==> src/rtl/prog_encoder_pkg.sv <==
// rtl/prog_encoder_pkg.sv - instruction type/sub-op/op code constants, FSM and error enums
package prog_encoder_pkg;

  localparam logic [1:0] typeI   = 2'b00;
  localparam logic [1:0] typeII  = 2'b01;
  localparam logic [1:0] typeIII = 2'b10;
  localparam logic [1:0] typeIV  = 2'b11;

  localparam logic [3:0] iADD   = 4'd0;
  localparam logic [3:0] iMOVER = 4'd1;
  localparam logic [3:0] iMOVEA = 4'd2;
  localparam logic [3:0] iRXOR  = 4'd3;
  localparam logic [3:0] iLUT   = 4'd4;
  localparam logic [3:0] iXOR   = 4'd5;
  localparam logic [3:0] iAND   = 4'd6;
  localparam logic [3:0] iLOAD  = 4'd7;
  localparam logic [3:0] iSTORE = 4'd8;
  localparam logic [3:0] iHALT  = 4'd9;

  localparam logic iiBEQ = 1'b0;
  localparam logic iiBLT = 1'b1;

  localparam logic [1:0] iiiANDI = 2'd0;
  localparam logic [1:0] iiiADDI = 2'd1;
  localparam logic [1:0] iiiSUB  = 2'd2;
  localparam logic [1:0] iiiJUMP = 2'd3;

  localparam logic ivLSR = 1'b0;
  localparam logic ivRSR = 1'b1;

  localparam logic [4:0] oADD   = 5'd0;
  localparam logic [4:0] oMOVER = 5'd1;
  localparam logic [4:0] oMOVEA = 5'd2;
  localparam logic [4:0] oRXOR  = 5'd3;
  localparam logic [4:0] oLUT   = 5'd4;
  localparam logic [4:0] oXOR   = 5'd5;
  localparam logic [4:0] oAND   = 5'd6;
  localparam logic [4:0] oLOAD  = 5'd7;
  localparam logic [4:0] oSTORE = 5'd8;
  localparam logic [4:0] oHALT  = 5'd9;
  localparam logic [4:0] oBEQ   = 5'd10;
  localparam logic [4:0] oBLT   = 5'd11;
  localparam logic [4:0] oANDI  = 5'd12;
  localparam logic [4:0] oADDI  = 5'd13;
  localparam logic [4:0] oSUB   = 5'd14;
  localparam logic [4:0] oJUMP  = 5'd15;
  localparam logic [4:0] oLSR   = 5'd16;
  localparam logic [4:0] oRSR   = 5'd17;

  typedef enum logic [2:0] {
    S_IDLE, S_ACCEPT, S_ENCODE, S_WRITE, S_FINISH, S_ERROR
  } enc_state_t;

  typedef enum logic [1:0] {ERR_NONE, ERR_OP, ERR_RANGE, ERR_OVF} err_code_t;

  function automatic logic [3:0] i_subop(input logic [4:0] op);
    case (op)
      oMOVER:  return iMOVER;
      oMOVEA:  return iMOVEA;
      oRXOR:   return iRXOR;
      oLUT:    return iLUT;
      oXOR:    return iXOR;
      oAND:    return iAND;
      oLOAD:   return iLOAD;
      oSTORE:  return iSTORE;
      oHALT:   return iHALT;
      default: return iADD;
    endcase
  endfunction

endpackage

==> src/rtl/prog_encoder_enc_pack.sv <==
// rtl/prog_encoder_enc_pack.sv - combinational op/operand to 9-bit machine word packer
module enc_pack
  import prog_encoder_pkg::*;
(
  input  logic [4:0] op_i,
  input  logic [5:0] operand_i,
  output logic [8:0] word_o,
  output logic       legal_o,
  output logic       range_ok_o
);

  always_comb begin
    word_o     = '0;
    legal_o    = 1'b0;
    range_ok_o = 1'b1;
    case (op_i)
      oADD, oMOVER, oMOVEA, oRXOR, oLUT, oXOR, oAND, oLOAD, oSTORE, oHALT: begin
        legal_o    = 1'b1;
        word_o     = {typeI, i_subop(op_i), operand_i[2:0]};
        range_ok_o = (operand_i[5:3] == 3'b000);
      end
      // branch offsets use the full 6-bit two's complement field
      oBEQ: begin
        legal_o = 1'b1;
        word_o  = {typeII, iiBEQ, operand_i};
      end
      oBLT: begin
        legal_o = 1'b1;
        word_o  = {typeII, iiBLT, operand_i};
      end
      oANDI: begin
        legal_o    = 1'b1;
        word_o     = {typeIII, iiiANDI, operand_i[4:0]};
        range_ok_o = !operand_i[5];
      end
      oADDI: begin
        legal_o    = 1'b1;
        word_o     = {typeIII, iiiADDI, operand_i[4:0]};
        range_ok_o = !operand_i[5];
      end
      oSUB: begin
        legal_o    = 1'b1;
        word_o     = {typeIII, iiiSUB, operand_i[4:0]};
        range_ok_o = !operand_i[5];
      end
      oJUMP: begin
        legal_o    = 1'b1;
        word_o     = {typeIII, iiiJUMP, operand_i[4:0]};
        range_ok_o = !operand_i[5];
      end
      oLSR: begin
        legal_o = 1'b1;
        word_o  = {typeIV, ivLSR, operand_i};
      end
      oRSR: begin
        legal_o = 1'b1;
        word_o  = {typeIV, ivRSR, operand_i};
      end
      default: ;
    endcase
  end

endmodule

==> src/rtl/prog_encoder.sv <==
// rtl/prog_encoder.sv - sequential instruction encoder/loader into instruction memory
// Optional PROG_ENCODER_AUTO_HALT_EN appends a HALT word after a non-HALT Last item.
module prog_encoder
  import prog_encoder_pkg::*;
#(
  parameter int ADDR_W    = 8,
  parameter int DEPTH     = 256,
  parameter int BASE_ADDR = 0
) (
  input  logic              clk_i,
  input  logic              rst_n_i,
  input  logic              start_i,
  input  logic              in_valid_i,
  output logic              in_ready_o,
  input  logic [4:0]        op_i,
  input  logic [5:0]        operand_i,
  input  logic              last_i,
  output logic              mem_wr_en_o,
  output logic [ADDR_W-1:0] mem_addr_o,
  output logic [8:0]        mem_data_o,
  output logic              busy_o,
  output logic              done_o,
  output logic              error_o,
  output logic [1:0]        err_code_o,
  output logic [ADDR_W:0]   word_count_o
);

  localparam logic [ADDR_W-1:0] BASE_C  = ADDR_W'(BASE_ADDR);
  localparam logic [ADDR_W:0]   DEPTH_C = (ADDR_W+1)'(DEPTH);

  enc_state_t        state_q;
  logic [4:0]        op_q;
  logic [5:0]        operand_q;
  logic              last_q;
  logic              in_ready_q;
  logic              mem_wr_en_q;
  logic [ADDR_W-1:0] mem_addr_q;
  logic [8:0]        mem_data_q;
  logic              busy_q;
  logic              done_q;
  logic              error_q;
  err_code_t         err_code_q;
  logic [ADDR_W:0]   word_count_q;

  logic [8:0] word_d;
  logic       legal_d;
  logic       range_ok_d;

  enc_pack u_enc_pack (
    .op_i       (op_q),
    .operand_i  (operand_q),
    .word_o     (word_d),
    .legal_o    (legal_d),
    .range_ok_o (range_ok_d)
  );

  always_ff @(posedge clk_i or negedge rst_n_i) begin
    if (!rst_n_i) begin
      state_q      <= S_IDLE;
      op_q         <= '0;
      operand_q    <= '0;
      last_q       <= 1'b0;
      in_ready_q   <= 1'b0;
      mem_wr_en_q  <= 1'b0;
      mem_addr_q   <= BASE_C;
      mem_data_q   <= '0;
      busy_q       <= 1'b0;
      done_q       <= 1'b0;
      error_q      <= 1'b0;
      err_code_q   <= ERR_NONE;
      word_count_q <= '0;
    end else begin
      mem_wr_en_q <= 1'b0;
      case (state_q)
        S_IDLE, S_FINISH, S_ERROR: begin
          if (start_i) begin
            state_q      <= S_ACCEPT;
            in_ready_q   <= 1'b1;
            busy_q       <= 1'b1;
            done_q       <= 1'b0;
            error_q      <= 1'b0;
            err_code_q   <= ERR_NONE;
            word_count_q <= '0;
            mem_addr_q   <= BASE_C;
          end
        end
        S_ACCEPT: begin
          if (in_valid_i) begin
            op_q       <= op_i;
            operand_q  <= operand_i;
            last_q     <= last_i;
            in_ready_q <= 1'b0;
            state_q    <= S_ENCODE;
          end
        end
        S_ENCODE: begin
          if (!legal_d || !range_ok_d || word_count_q == DEPTH_C) begin
            state_q <= S_ERROR;
            busy_q  <= 1'b0;
            error_q <= 1'b1;
            if (!legal_d)         err_code_q <= ERR_OP;
            else if (!range_ok_d) err_code_q <= ERR_RANGE;
            else                  err_code_q <= ERR_OVF;
          end else begin
            mem_data_q  <= word_d;
            mem_wr_en_q <= 1'b1;
            state_q     <= S_WRITE;
          end
        end
        S_WRITE: begin
          word_count_q <= word_count_q + (ADDR_W+1)'(1);
          // hold the address on the final slot so it never wraps past the window
          if (word_count_q + (ADDR_W+1)'(1) < DEPTH_C)
            mem_addr_q <= mem_addr_q + ADDR_W'(1);
          if (!last_q) begin
            state_q    <= S_ACCEPT;
            in_ready_q <= 1'b1;
          end
`ifdef PROG_ENCODER_AUTO_HALT_EN
          else if (op_q != oHALT) begin
            op_q      <= oHALT;
            operand_q <= '0;
            state_q   <= S_ENCODE;
          end
`endif
          else begin
            state_q <= S_FINISH;
            busy_q  <= 1'b0;
            done_q  <= 1'b1;
          end
        end
        default: state_q <= S_IDLE;
      endcase
    end
  end

  assign in_ready_o   = in_ready_q;
  assign mem_wr_en_o  = mem_wr_en_q;
  assign mem_addr_o   = mem_addr_q;
  assign mem_data_o   = mem_data_q;
  assign busy_o       = busy_q;
  assign done_o       = done_q;
  assign error_o      = error_q;
  assign err_code_o   = err_code_q;
  assign word_count_o = word_count_q;

endmodule
==> config.mk <==
export PLATFORM = sky130hd
export DESIGN_NAME = prog_encoder
export DESIGN_NICKNAME = d
export VERILOG_FILES = /design/src/rtl/prog_encoder_pkg.sv /design/src/rtl/prog_encoder_enc_pack.sv /design/src/rtl/prog_encoder.sv
export SDC_FILE = /design/constraint.sdc
export NUM_CORES = 1
export LEC_CHECK = 0
export ABC_AREA = 1
export CORE_MARGIN = 2
export CORE_UTILIZATION = 30
export DETAILED_ROUTE_END_ITERATION = 8
export DONT_BUFFER_PORTS = 1
export GPL_TIMING_DRIVEN = 0
export SETUP_SLACK_MARGIN = 0.05
export SLEW_MARGIN = 15
export SYNTH_ARGS = -nofsm -noshare
export SYNTH_HDL_FRONTEND = slang
export SYNTH_SLANG_ARGS = --single-unit
==> constraint.sdc <==
create_clock -name clk_i -period 4.2 [get_ports clk_i]
set_clock_uncertainty 0.05 [all_clocks]
set_input_delay 0.42 -clock clk_i [delete_from_list [all_inputs] [get_ports clk_i]]
set_output_delay 0.42 -clock clk_i [all_outputs]
set_load 0.01 [all_outputs]
* After elaboration in Yosys (flattened, before gate mapping)
Memory sizes are Yosys's and may differ from the RTL's.
Index checks and enable logic that the tools add are counted.
** Storage, ports and cells
- Register bits after elaboration :: 48
- Bits in latches :: 0
- Memory bits (writable) :: 0
- Memory bits (read-only) :: 64
- Bits of input ports :: 16
- Output and inout bits :: 33
- Word-level logic and storage cells :: 105
- Memories kept :: 1
** Operators by class
- $add $sub $neg :: 2
- Multiply operators :: 0
- Div/mod/pow operators :: 0
- Order comparisons :: 1
- Equal/unequal tests :: 29
- Shift-type cells :: 0
- Mux-type cells :: 33
- Bitwise operators :: 1
- Reductions and logical operators :: 25
** Memory list
- (no name shown) :: words 16, bits a word 4, rd ports 1, clocked after Yosys merged registers in 0, wr ports 0, RTL line prog_encoder_pkg.sv:57 : case (op)
** Operators by type and width (count)
- one-hot mux 9 bit (9 select lines) :: 1
- equality test 5 x 4 -> 1 bit, second input constant :: 8
- equality test 5 x 3 -> 1 bit, second input constant :: 4
- one-hot mux 9 bit (2 select lines) :: 1
- OR reduction 18 bit :: 1
- two-way mux 8 bit :: 2
- one-hot mux 8 bit (2 select lines) :: 1
- two-way mux 1 bit :: 12
- two-way mux 3 bit :: 4
- != test 2 bit, second input constant :: 6
- one-hot mux 3 bit (4 select lines) :: 1
- equality test 5 x 2 -> 1 bit, second input constant :: 2
- equality test 5 bit, second input constant :: 2
- OR reduction 10 bit :: 1
- adder 9 x 1 -> 9 bit, second input constant :: 1
- equality test 9 bit, second input constant :: 1
- < comparator 9 bit, second input constant :: 1
- two-way mux 9 bit :: 1
- AND reduction 3 bit :: 3
- adder 8 x 1 -> 8 bit, second input constant :: 1
- AND reduction 2 bit :: 4
- AND reduction 4 bit :: 2
- equality test 3 x 2 -> 1 bit, second input constant :: 2
- equality test 3 bit, second input constant :: 2
- other kinds (16) :: 27

* Longest topological paths before layout
- Depth after elaboration :: 8
- Depth in mapped cells :: 10
- Gate-level depth less buffers :: 10

* Cells and area by module
From an unflattened synthesis, not the netlist that was laid out.
** Unflattened totals
- Cell total of the unflattened synthesis :: 297
- Area, all modules :: 2521.2 um2
** By module, submodules not included
- prog_encoder :: instances 1, cells an instance 256, area an instance 2313.5 um2, seq. area each 1201.2 um2
- enc_pack :: instances 1, cells an instance 41, area an instance 207.7 um2, seq. area each 0.0 um2

* Least setup slack after synthesis
OpenSTA, ideal clock, no wires.
- Path kind :: register to register
- Start point :: register word_count_q[0], in the netlist word_count_o[0]
- End point :: register mem_addr_q[5], in the netlist mem_addr_o[5]
- Setup time :: 0.117 ns
- Data arrival time :: 1.345 ns
- Setup slack :: 2.688 ns
- Stages on the path, launching flop included :: 9
- Buffers on the path :: 0
- Cells stage by stage :: dfrtp_1 ha_1 nand3_2 nor2_1 nand4_1 nand3_4 nand2_4 nand2_1 nand2_1
** Between the ends
- Longest elaborated chain between the ends :: 4
** RTL lines
- start, declared :: RTL line prog_encoder.sv:43 : logic [ADDR_W:0] word_count_q;
- start signal, assigned :: RTL line prog_encoder.sv:111 : word_count_q <= word_count_q + (ADDR_W+1)'(1);
- adder 9 x 1 -> 9 bit :: RTL line prog_encoder.sv:113 : if (word_count_q + (ADDR_W+1)'(1) < DEPTH_C)
- < comparator 9 bit :: RTL line prog_encoder.sv:113
- != test 2 bit (no source line)
- AND reduction 3 bit (no source line)
- end signal, assigned :: RTL line prog_encoder.sv:114 : mem_addr_q <= mem_addr_q + ADDR_W'(1);
- end, declared :: RTL line prog_encoder.sv:37 : logic [ADDR_W-1:0] mem_addr_q;
Every way passes these cells.
A chain may end at the register's enable or synchronous reset.

* Worst setup path after layout
- Start point :: register word_count_q[1], in the netlist word_count_o[1]
- End point :: register mem_addr_q[0], in the netlist mem_addr_o[0]
Same word-level chain as after synthesis.

==> reports/metrics.yaml <==
p_clk_frac: 0.208
synth_top_flop_cell: "dfrtp_1"
drt-initial-drc-count: 55
gp_congestion: 0.8132
via_count: 1872
maxSlewViolCount: 0
cp-start-kind: "flop"
cts_buffer_depth: 2
grt_max_degree: 49
maxSlewHeadroom: 0.6921
cts_resized: 0
final_layout_size_suffix_gt1_frac: 0.1075
clock_sinks: 48
status: "completed"
firstDrtPassIters: 8
switching_share: 0.4105
antennaDiodeCount: 0
fin_setup_tns_ps: 0
regArea_mm2: 0.001201
via_per_inst: 4.577
start_util: 0.3099
area_growth_syn_to_layout_pct: 12.17
ant_nets: 0
drv_cap: 0
synth_edf_count: 0
nNetsFinal: 325
die_y_um: 93.35
synth_nets: 316
fmax_mhz: 571.3
p_per_area_mw_per_mm2: 646.8
synth.avg_cell_area_um2: 8.063
wire_per_inst_um: 12.89
grt.overflow.total: 0
ys_types: 32
io_pins: 49
min_period_ps: 1751
cts_tree: "yes"
grt_pass1_vias: 1823
synth-seq-cells: 48
seq_area_frac_synth: 0.5016
syn_inst: 297
dieArea_mm2: 0.008713
power.internal_mw: 1.024
critPathRequiredTime_ps: 4340
htree_levels: 2
core-area_mm2: 0.007727
hpwl_mm: 3.903
p_seq_frac: 0.451
root_buffer: "clkbuf_8"
antenna_found_initial: 0
n_fill_cell: 805
multi_input_area_mm2: 0.001018
power_switching_mw: 0.7133
totalWireLength_mm: 5.270
pwr-share-comb: 0.341
rsz0062_at_grt: "no"
cts_buffers: 5
finalHoldViolations: 0
rows: 32
grt_pass1_wl_mm: 8.880
static-leakage-power_nw: 1.354
ys_warn_count: 0
worstMarginPinSlew_ps: 461.9
portBuffers: 0
cp-end-kind: "flop"
grtUsageTotal: 0.1299
setup_viol: 0
worst-setup-path-type: "flop to flop"
syn_area_mm2: 0.002395
crit_arrival_ps: 1890
max-vdd-ir-drop_mv: 0.2719
clkTransAtPathRegs_ps: 90
async_flop_share: 1.000
insertion_delay_ps: 300
die_x_um: 93.35
post-route-period-util: 0.4168
hold-worst-slack_ps: 178.2
min_path_type: "primary input to flop"
drc: 0
crit_path_max_fanout: 10
## critical path, cell delays in order, from the launching register on
cell and delay [ps]:
dfrtp_1 460, ha_1 240, nand3_2 110, nor2_1 190, nand4_1 170, nand3_4 200, nand2_4 100, nand2_1 80
nand2_1 50
## per-stage QoR
stage	instances	setup slack [ps]	power [mW]	cell area, µm²	utilization
floorplan	297	2688	1.222	2395	-
global placement	399	2503	1.362	2522	0.3264
detailed placement	399	2467	1.382	2522	0.3264
CTS	409	2444	1.764	2686	0.3476
global route	409	2248	1.888	2686	0.3476
finish	409	2449	1.737	2686	0.3476
## cell families after synthesis
group / Yosys count / share of synthesized area
DFF: 48 / 0.5016
AOI/OAI and AO/OA: 37 / 0.08203
buffers and inverters: 42 / 0.07315
adders and majority gates: 3 / 0.01568
xor gates and xnor gates: 6 / 0.02194
and+or+nand+nor: 161 / 0.3056
## cell type report
class	instances	share of cell area
Buffer	6	0.01397
Clock buffer	7	0.03586
Clock inverter	1	0.01118
Inverter	36	0.05123
Multi-Input combinational cell	207	0.3791
Sequential cell	48	0.4471
Tap cell	102	0.04751
Timing Repair Buffer	2	0.01397
## registers in the layout, indices dropped and copies added (netlist names)
name and count:
done_o 1, in_ready_o 1, mem_data_o 9, mem_addr_o 8
err_code_o 2, state_q 3, busy_o 1, operand_q 6
mem_wr_en_o 1, op_q 5, word_count_o 9, last_q 1
error_o 1
## repair_timing
action	in CTS	in global routing
endpoints found under the hold margin	48	0
hold buffers	2	0
setup buffers	0	0
## cells in the final DEF (no fill, tap or decap), types with 3 or more instances in the layout
cell type   n
a21oi_1     6
buf_2       3
clkbuf_8    7
dfrtp_1    48
ha_1        3
inv_1      30
inv_2       5
nand2_1    93
nand2_2     3
nand3_1    23
nand4_1     5
nor2_1     21
nor2_2      3
nor3_1      3
o21ai_0    17
o21ai_1     8
xor2_1      4
## per-layer routing
metal	global-route usage	part of all wire
met4	0.03554	0.010
met1	0.1598	0.43
met5	0	0
met3	0.04512	0.082
met2	0.2164	0.48
## power by group through the flow
stage	registers, mW	logic (mW)	clock network (mW)
after CTS	0.786	0.604	0.373
after global routing	0.805	0.696	0.387
after global placement	0.792	0.570	0
final	0.783	0.593	0.361
after detailed placement	0.794	0.588	0
after floorplan	0.752	0.470	0
## Yosys cell counts, drive strengths merged, types with 2 or more instances
cell,n,area (µm²)
a21oi,6,30.03
buf,5,33.78
dfrtp,48,1201
ha,3,37.54
inv,36,137.6
nand2,98,390.4
nand3,26,152.7
nand4,5,31.28
nor2,26,120.1
nor3,3,15.01
nor3b,2,15.01
o21ai,25,125.1
o22ai,2,12.51
xnor2,2,17.52
xor2,4,35.03
## path summary, 6_finish.rpt
kind	from	endpoint	slack [ps]	depth (start not counted)
min	op_i[0]	op_q[0]	180	2
max in group asynchronous	rst_n_i	operand_q[5]	3310	2
min reg2reg	operand_q[0]	mem_data_o[0]	430	2
max	word_count_o[1]	mem_addr_o[0]	2450	8
min in group asynchronous	rst_n_i	word_count_o[5]	560	2
max reg2reg	word_count_o[1]	mem_addr_o[0]	2450	8
Power figures use the tool's default switching activity.
